`config.mk`:
```
export PLATFORM = sky130hd
export DESIGN_NAME = seg_scan_mux_flat
export DESIGN_NICKNAME = d
export VERILOG_FILES = /design/src/rtl/seg_scan_mux_pkg.sv /design/src/rtl/seg_scan_mux_if.sv /design/src/rtl/seg_scan_mux_lz_mask.sv /design/src/rtl/seg_scan_mux.sv /design/src/flat_wrapper.sv
export SDC_FILE = /design/constraint.sdc
export NUM_CORES = 1
export LEC_CHECK = 0
export ABC_AREA = 1
export BUFFER_PORTS_ARGS = -buffer_cell sky130_fd_sc_hd__buf_2
export CAP_MARGIN = 25
export CORE_ASPECT_RATIO = 0.7
export CORE_MARGIN = 2
export CORE_UTILIZATION = 45
export DETAILED_ROUTE_END_ITERATION = 8
export PLACE_DENSITY = 0.75
export SYNTH_ARGS = -nofsm -noshare
export SYNTH_HDL_FRONTEND = slang
export SYNTH_SLANG_ARGS = --single-unit
```
`constraint.sdc`:
```
create_clock -name clk -period 4.4 [get_ports clk]
set_input_delay 0.88 -clock clk [delete_from_list [all_inputs] [get_ports clk]]
set_output_delay 0.88 -clock clk [all_outputs]
set_load 0.01 [all_outputs]
```
`src/rtl/seg_scan_mux_pkg.sv`:
```
// Shared types and constants for the 7-segment scan driver.
package scan_pkg;

    typedef enum logic [1:0] {
        IDLE,
        BLANK,
        SHOW
    } scan_state_t;

    localparam logic [3:0] BCD_BLANK = 4'hF;

    function automatic int clog2(input int n);
        int r;
        int v;
        r = 0;
        v = 1;
        while (v < n) begin
            v = v * 2;
            r++;
        end
        return r;
    endfunction

endpackage

```
`src/rtl/seg_scan_mux_if.sv`:
```
// Display-side bundle: scan enable, BCD word and masks in; nibble, anodes and frame strobe out.
interface seg_scan_mux_if
    import scan_pkg::*;
#(
    parameter int DIGITS = 4
) ();

    localparam int IDX_W = (clog2(DIGITS) < 1) ? 1 : clog2(DIGITS);

    logic                  en;
    logic [4*DIGITS-1:0]   digits_bcd;
    logic                  lz_suppress;
    logic [DIGITS-1:0]     blank_mask;
    logic [3:0]            bcd_out;
    logic [DIGITS-1:0]     an_n;
    logic [IDX_W-1:0]      digit_idx;
    logic                  frame_tick;

    modport master (
        output en, digits_bcd, lz_suppress, blank_mask,
        input  bcd_out, an_n, digit_idx, frame_tick
    );

    modport slave (
        input  en, digits_bcd, lz_suppress, blank_mask,
        output bcd_out, an_n, digit_idx, frame_tick
    );

endinterface

```
`src/rtl/seg_scan_mux_lz_mask.sv`:
```
// Per-digit blanking decision: forced mask, illegal BCD, and leading-zero suppression.
module seg_lz_mask #(
    parameter int DIGITS = 4
) (
    input  logic [4*DIGITS-1:0] digits,
    input  logic                lz_suppress,
    input  logic [DIGITS-1:0]   blank_mask,
    output logic [DIGITS-1:0]   blank
);

    logic [3:0] nib;
    logic       zero_above;

    // Walk from the most significant digit down so zero_above means "this and all higher are 0".
    always_comb begin
        blank      = '0;
        nib        = '0;
        zero_above = 1'b1;
        for (int unsigned k = 0; k < DIGITS; k++) begin
            nib        = digits[4*(DIGITS-1-k) +: 4];
            zero_above = zero_above && (nib == 4'd0);
            blank[DIGITS-1-k] = blank_mask[DIGITS-1-k] || (nib > 4'd9)
                              || (lz_suppress && (k + 1 < DIGITS) && zero_above);
        end
    end

endmodule

```
`src/rtl/seg_scan_mux.sv`:
```
// Multi-digit 7-segment scan driver: per-frame input snapshot, per-slot dead-time then display.
module seg_scan_mux
    import scan_pkg::*;
#(
    parameter int DIGITS    = 4,
    parameter int DIV       = 50000,
    parameter int BLANK_CYC = 500
) (
    input  logic          clk,
    input  logic          rst_n,
    seg_scan_mux_if.slave scan
);

    localparam int IDX_W = (clog2(DIGITS) < 1) ? 1 : clog2(DIGITS);
    localparam int CNT_W = clog2(DIV);
    localparam logic [CNT_W-1:0] CNT_LAST = CNT_W'(DIV - 1);
    localparam logic [IDX_W-1:0] IDX_LAST = IDX_W'(DIGITS - 1);

    if (DIV < 2) begin : g_bad_div
        $error("seg_scan_mux: DIV must be >= 2");
    end
    if (BLANK_CYC < 0 || BLANK_CYC >= DIV) begin : g_bad_blank
        $error("seg_scan_mux: BLANK_CYC must satisfy 0 <= BLANK_CYC < DIV");
    end

    scan_state_t         state, state_nxt;
    logic [CNT_W-1:0]    cnt, cnt_nxt;
    logic [IDX_W-1:0]    idx, idx_nxt;
    logic [4*DIGITS-1:0] snap_digits, snap_digits_nxt;
    logic                snap_lz, snap_lz_nxt;
    logic [DIGITS-1:0]   snap_mask, snap_mask_nxt;
    logic                tick_q, tick_nxt;
    logic [DIGITS-1:0]   an_q, an_nxt;
    logic [3:0]          bcd_q, bcd_nxt;
    logic [DIGITS-1:0]   blank_vec;

    always_ff @(posedge clk or negedge rst_n) begin
        if (!rst_n) begin
            state       <= IDLE;
            cnt         <= '0;
            idx         <= '0;
            snap_digits <= '0;
            snap_lz     <= 1'b0;
            snap_mask   <= '0;
            tick_q      <= 1'b0;
            an_q        <= '1;
            bcd_q       <= BCD_BLANK;
        end else begin
            state       <= state_nxt;
            cnt         <= cnt_nxt;
            idx         <= idx_nxt;
            snap_digits <= snap_digits_nxt;
            snap_lz     <= snap_lz_nxt;
            snap_mask   <= snap_mask_nxt;
            tick_q      <= tick_nxt;
            an_q        <= an_nxt;
            bcd_q       <= bcd_nxt;
        end
    end

    always_comb begin
        state_nxt       = state;
        cnt_nxt         = cnt;
        idx_nxt         = idx;
        snap_digits_nxt = snap_digits;
        snap_lz_nxt     = snap_lz;
        snap_mask_nxt   = snap_mask;
        tick_nxt        = 1'b0;
        if (!scan.en) begin
            state_nxt = IDLE;
            cnt_nxt   = '0;
            idx_nxt   = '0;
        end else begin
            if (state == IDLE || (cnt == CNT_LAST && idx == IDX_LAST)) begin
                cnt_nxt         = '0;
                idx_nxt         = '0;
                snap_digits_nxt = scan.digits_bcd;
                snap_lz_nxt     = scan.lz_suppress;
                snap_mask_nxt   = scan.blank_mask;
                tick_nxt        = 1'b1;
            end else if (cnt == CNT_LAST) begin
                cnt_nxt = '0;
                idx_nxt = idx + 1'b1;
            end else begin
                cnt_nxt = cnt + 1'b1;
            end
            state_nxt = (int'(cnt_nxt) < BLANK_CYC) ? BLANK : SHOW;
        end
    end

    // Blanking is evaluated on the next snapshot so a frame starting directly in SHOW uses fresh data.
    seg_lz_mask #(
        .DIGITS (DIGITS)
    ) u_lz_mask (
        .digits      (snap_digits_nxt),
        .lz_suppress (snap_lz_nxt),
        .blank_mask  (snap_mask_nxt),
        .blank       (blank_vec)
    );

    always_comb begin
        an_nxt  = '1;
        bcd_nxt = BCD_BLANK;
        if (state_nxt == SHOW) begin
            an_nxt[idx_nxt] = 1'b0;
            if (!blank_vec[idx_nxt]) begin
                bcd_nxt = snap_digits_nxt[4*idx_nxt +: 4];
            end
        end
    end

    assign scan.an_n       = an_q;
    assign scan.bcd_out    = bcd_q;
    assign scan.digit_idx  = idx;
    assign scan.frame_tick = tick_q;

endmodule

```
`src/flat_wrapper.sv`:
```
// flat-port wrapper written by rule: the top's interface ports become plain ports
module seg_scan_mux_flat import scan_pkg::*;
#(
    parameter int DIGITS    = 4,
    parameter int DIV       = 50000,
    parameter int BLANK_CYC = 500
)
  (clk, rst_n, scan_en, scan_digits_bcd, scan_lz_suppress, scan_blank_mask, scan_bcd_out, scan_an_n, scan_digit_idx, scan_frame_tick);
  seg_scan_mux_if #(.DIGITS(DIGITS)) scan_i ();
  input  logic clk;
  input  logic rst_n;
  input wire logic [$bits(scan_i.en)-1:0] scan_en;
  input wire logic [$bits(scan_i.digits_bcd)-1:0] scan_digits_bcd;
  input wire logic [$bits(scan_i.lz_suppress)-1:0] scan_lz_suppress;
  input wire logic [$bits(scan_i.blank_mask)-1:0] scan_blank_mask;
  output wire logic [$bits(scan_i.bcd_out)-1:0] scan_bcd_out;
  output wire logic [$bits(scan_i.an_n)-1:0] scan_an_n;
  output wire logic [$bits(scan_i.digit_idx)-1:0] scan_digit_idx;
  output wire logic [$bits(scan_i.frame_tick)-1:0] scan_frame_tick;
  assign scan_i.en = scan_en;
  assign scan_i.digits_bcd = scan_digits_bcd;
  assign scan_i.lz_suppress = scan_lz_suppress;
  assign scan_i.blank_mask = scan_blank_mask;
  assign scan_bcd_out = scan_i.bcd_out;
  assign scan_an_n = scan_i.an_n;
  assign scan_digit_idx = scan_i.digit_idx;
  assign scan_frame_tick = scan_i.frame_tick;
  seg_scan_mux #(.DIGITS(DIGITS), .DIV(DIV), .BLANK_CYC(BLANK_CYC)) u_core (.clk(clk), .rst_n(rst_n), .scan(scan_i));
endmodule
```
Yosys cells after proc, flatten, opt, wreduce, memory -nomap -nowiden

Cells that the tools add are included.

Register bits: 50
Input port bits: 24
Output and inout bits: 11
Word-level logic and storage cells: 66

Add/sub/neg operators: 2
Magnitude comparators: 7
Equality and inequality tests: 3
Shift-type cells: 1
Multiplexer cells: 24
Bitwise operators: 1
Reduce and logical (&&, ||, !) cells: 19

Operators with widths:

| kind                                                  | count |
|---|---|
| two-way mux 16 bit                                    | 6 |
| two-way mux 4 bit                                     | 5 |
| adder 16 x 1 -> 16 bit (second input constant)        | 1 |
| equality test 16 bit (second input constant)          | 1 |
| greater-than comparator 4 bit (second input constant) | 4 |
| < comparator 16 x 9 -> 1 bit (second input constant)  | 1 |
| indexed part select 16 x 5 -> 4 bit                   | 1 |
| logical NOT 4 bit                                     | 3 |
| two-way mux 2 bit                                     | 5 |
| logical OR 1 bit                                      | 8 |
| logical AND 1 bit                                     | 7 |
| two-way mux 1 bit                                     | 6 |
| equality test 2 bit (second input constant)           | 2 |
| inverter 4 bit                                        | 1 |
| < comparator 2 x 3 -> 1 bit (second input constant)   | 1 |
| adder 2 x 1 -> 2 bit (second input constant)          | 1 |
| binary-select mux 1 bit (select 2 bit)                | 1 |
| demux 1 bit (select 2 bit)                            | 1 |
| >= comparator 2 x 1 -> 1 bit (second input constant)  | 1 |
| logical NOT 2 bit                                     | 1 |

Depth between registers and ports, before layout

Word-level depth: 14
Depth in mapped cells: 16
Mapped depth without buffers: 15

Hierarchy

From an unflattened synthesis, not the netlist that was laid out.

Cell total of the unflattened synthesis: 354
Area, all modules: 2681.3 um2

By module, submodules not included:

| module       | instances | cells each | area an instance (um2) | seq. area each (um2) |
|---|---|---|---|---|
| seg_scan_mux | 1         | 323        | 2555.0                 | 1261.2 |
| seg_lz_mask  | 1         | 31         | 126.4                  | 0.0 |

Worst setup path after synthesis

Ideal clock, no wire load.

Path kind: reg2reg
Start point: register u_core.cnt[0]
End point: register u_core.bcd_q[3], in the netlist u_core.scan.bcd_out[3]
Setup time: 89 ps
Arrival: 1869 ps
Required time: 4311 ps
Path slack: 2442 ps
Cell stages (with the launch flop): 15
Path buffers: 2
Period minus slack after synthesis: 1958 ps
Cells stage by stage: dfrtp_1 > ha_1 > nand3_2 > nor2_4 > nand3_2 > nand2_2 > nand2_2 > buf_6 > buf_6 > o21ai_2 > nor2_1 > nor2_1 > nand2_1 > nor2_1 > nand4_1

Cells in the longest elaborated chain, start to end: 14
Elaborated cells on any way between the ends: 44
Classes of those cells: add/sub: 1; order compare: 5; eq/ne: 2; shift: 1; mux: 18; reduce/logical: 17

Ends and longest elaborated chain:

| what                                                                            | line                | text |
|---|---|---|
| start: declaration                                                              | seg_scan_mux.sv:27  | `logic [CNT_W-1:0] cnt, cnt_nxt;` |
| start signal: assignment                                                        | seg_scan_mux.sv:50  | `cnt <= cnt_nxt;` |
| parallel branches: the longest is 13 deep, another holds adder 16 x 1 -> 16 bit | n/a                 |  |
| two-way mux 4 bit *                                                             | seg_scan_mux.sv:104 | `if (state_nxt == SHOW) begin` |
| named net u_core.bcd_nxt[3]                                                     | seg_scan_mux.sv:34  | `logic [3:0] bcd_q, bcd_nxt;` |
| end signal: assignment                                                          | seg_scan_mux.sv:57  | `bcd_q <= bcd_nxt;` |
| end: declaration                                                                | seg_scan_mux.sv:34  |  |

Mark *: on every way through the listed nets, which the timed path passes. The select of a mux whose other input is x is not followed.

Final worst setup path

Same ends and word-level chain as after synthesis.

==> results_dict.tcl <==
set metrics [dict create \
    vias 2304 \
    drtPass1Iterations 5 \
    synthArstFlopShare_pct 100 \
    yosys.area.top_type_share_pct 38.9 \
    port_buffers 34 \
    layout.area.seq_sq_um 1260 \
    crit_path_top_delay_cell "dfrtp_1" \
    fin_nets 425 \
    io_pins 35 \
    ys.flop_type "dfrtp_1" \
    cp_data_required_time_ps 4630 \
    cts_root_buf "clkbuf_8" \
    p_clk_share_pct 30.6 \
    rsz0062_at_grt "no" \
    synth_commonest_cells "nand2_1 (100), nor2_1 (63), inv_1 (54)" \
    viasPerCell 4.85 \
    syn_nets 389 \
    cp_top_family "simple AND/OR/NAND/NOR gates" \
    r2r_setup_slack_ps 1670 \
    syn_inst 363 \
    period_share_pct 62.1 \
    hp-class "register to register" \
    pwr-share-comb_pct 13.7 \
    synth_cell_type_count 27 \
    max_slew_margin_pct 58.8 \
    p_sw_share_pct 26.5 \
    grt_util_all_layers_pct 20.1 \
    yosysMostFrequentCell "nand2_1" \
    postCtsSetupBuffers 0 \
    critPathMaxFanout 29 \
    seqPwrFrac_pct 55.7 \
    power_density_nw_per_um2 293 \
    clk_latency_ps 290 \
    clock_sinks 50 \
    start_kind "register" \
    clock.fmax_mhz 366 \
    synth_top_cell_by_area "dfrtp_1" \
    antenna_found_initial 0 \
    cts.clk_slew.worst_paths_ps 90 \
    hold_viol 0 \
    r2r-end "u_core.scan.bcd_out[3]$_DFF_PN1_" \
    cp.buffers_inverters 1 \
    antenna_cells 0 \
    grt_max_degree 31 \
    path_common_cell "nand2_2" \
    drt-initial-drc-count 212 \
    cts_tree "done" \
    fillCellCount 528 \
    skew_ps 5.98 \
    dp_hpwl_um 4580 \
    post_drt_wl_per_cell_um 12.6 \
    setup.worst_path.start "u_core.cnt[0]$_DFF_PN0_" \
    gp_congestion 0.881 \
    maxCapViolations 0 \
    worstPathArrival_ps 2960 \
    crit_chain "ha_1 -> nand3_2 -> nor2_4 -> nand3_2 -> nand2_2 -> nand2_2 -> o21ai_2 -> nand2_2 -> nor2_2 -> inv_1 -> nand2_1 -> nand2_1 -> nand4_1" \
    ys_top_cells_by_area "dfrtp_1 (39%), nand2_1 (14%), nor2_1 (8.8%)" \
    core_area_sq_um 5760 \
    outcome "finished, final reports clean" \
    placed_area_sq_um 2940 \
    die_y_um 68.8 \
    crit_type "register to register" \
    stdcell_area_sq_um 3030 \
    yosysWarnings 0 \
    ir_drop_uv 134 \
    ys_ff_latch 50 \
    power_switching_uw 235 \
    grt_pass1_wl_um 10100 \
    post-route-min-period_ps 2730 \
    drt_wl_total_um 5990 \
    rr_worst_depth 13 \
    max_stage_delay_ps 440 \
    antenna_left 0 \
    r2r-start "u_core.cnt[0]$_DFF_PN0_" \
    htree_levels 2 \
    cts-hold-fix-buffers 0 \
    dieArea_sq_um 6640 \
    setup_tns_ps 0 \
    drc 0 \
    die_x_um 96.6 \
    yosysSeqAreaShare_pct 46.7 \
    post_cts_resized 0 \
    netlist_area_sq_um 2700 \
    setup_viol 0 \
    leakagePower_uw 0.00158 \
    rows 23 \
    cp-end-kind "register" \
    first_global_vias 2057 \
    power.internal_uw 653 \
    multi_input_area_sq_um 1170 \
    grt-ovfl-total 0 \
    synth-edff-count 0 \
    clock_path_buffers 2 \
    crit_path_end "u_core.scan.bcd_out[3]$_DFF_PN1_" \
    syn_to_final_growth_pct 12.3 \
    drive_above_1_share_pct 19.8 \
    slew_violations 0 \
    cp.depth 13 \
    numCtsBuffers 5 \
    tightest_slew_ps 616 \
    syn_area_per_cell_sq_um 7.43 \
    initial_core_util_pct 46.9 \
]
-- registers in the layout, indices dropped and copies added (netlist names) --
name / flops
u_core.scan.frame_tick: 1
u_core.cnt: 16
u_core.snap_mask: 4
u_core.scan.digit_idx: 2
u_core.state: 2
u_core.snap_digits: 16
u_core.snap_lz: 1
u_core.scan.an_n: 4
u_core.scan.bcd_out: 4
-- power groups by stage --
stage          Combinational, uW  Clock, uW  Sequential [uW]
6_report                     122        272              494
5_1_grt                      139        295              497
4_1_cts                      121        278              494
3_5_place_dp                 120          0              503
3_3_place_gp                 117          0              502
2_1_floorplan               80.4          0              502
-- worst min-delay path, delay by kind of cell, from the launching register on --
kind,cells,cell delay (ps)
flops,1,330
simple gates,2,120
-- metal layers --
| layer | global-route usage, % | wire length, um | part of all wire (%) |
|---|---|---|---|
| met1 | 32.3 | 3030 | 51 |
| met2 | 28.2 | 2440 | 41 |
| met3 | 3.26 | 486 | 8.1 |
| met4 | 4.40 | 31 | 0.52 |
| met5 | 0 | 0 | 0 |
-- kinds of logic after synthesis --
| kind of cell | count (synthesis) | synth area share (%) |
|---|---|---|
| simple gates | 223 | 36.3 |
| buf+inv | 65 | 9.78 |
| flops | 50 | 46.7 |
| compound gates | 18 | 4.68 |
| xor+xnor | 5 | 1.62 |
| fa+ha+maj | 2 | 0.927 |
-- cell usage in the layout (no fill, tap or decap), drive strengths merged --
cell    netlist  layout
a21oi         8       8
buf           4      35
clkbuf        2       7
clkinv        1       2
dfrtp        42      42
dfstp         8       8
ha            2       2
inv          58      58
nand2       109     109
nand3        23      23
nand3b        7       7
nand4         9       9
nor2         68      68
nor3          7       7
o21ai         9       9
o21bai        1       1
xnor2         1       1
xor2          4       4
-- worst min path at each step --
stage / startpoint / end / depth (start not counted)
after floorplan: u_core.snap_lz$_DFF_PN0_ / u_core.snap_lz$_DFF_PN0_ / 2
after global placement: u_core.snap_mask[1]$_DFF_PN0_ / u_core.snap_mask[1]$_DFF_PN0_ / 2
after detailed placement: u_core.snap_mask[1]$_DFF_PN0_ / u_core.snap_mask[1]$_DFF_PN0_ / 2
after CTS: u_core.snap_mask[1]$_DFF_PN0_ / u_core.snap_mask[1]$_DFF_PN0_ / 2
after global routing: u_core.snap_mask[1]$_DFF_PN0_ / u_core.snap_mask[1]$_DFF_PN0_ / 2
final: u_core.snap_mask[1]$_DFF_PN0_ / u_core.snap_mask[1]$_DFF_PN0_ / 2
-- final cells by class --
type / count / share of cell area, %
Multi-Input combinational cell: 248 / 38.7
Clock inverter: 1 / 0.165
Sequential cell: 50 / 41.6
Timing Repair Buffer: 35 / 6.27
Inverter: 59 / 7.30
Tap cell: 75 / 3.10
Clock buffer: 7 / 2.85
-- metrics by stage --
stage	setup slack (ps)	utilization (%)	total power (uW)	hold WS (ps)	cells
3_3_place_gp	1860	50.7	619	460	466
6_report	1670	52.7	888	480	475
3_5_place_dp	1730	51.1	623	465	467
5_1_grt	1360	52.7	931	497	475
2_1_floorplan	2440	-	582	439	363
4_1_cts	1700	52.7	894	486	475
Note: power is estimated with default switching activity, not from simulation.
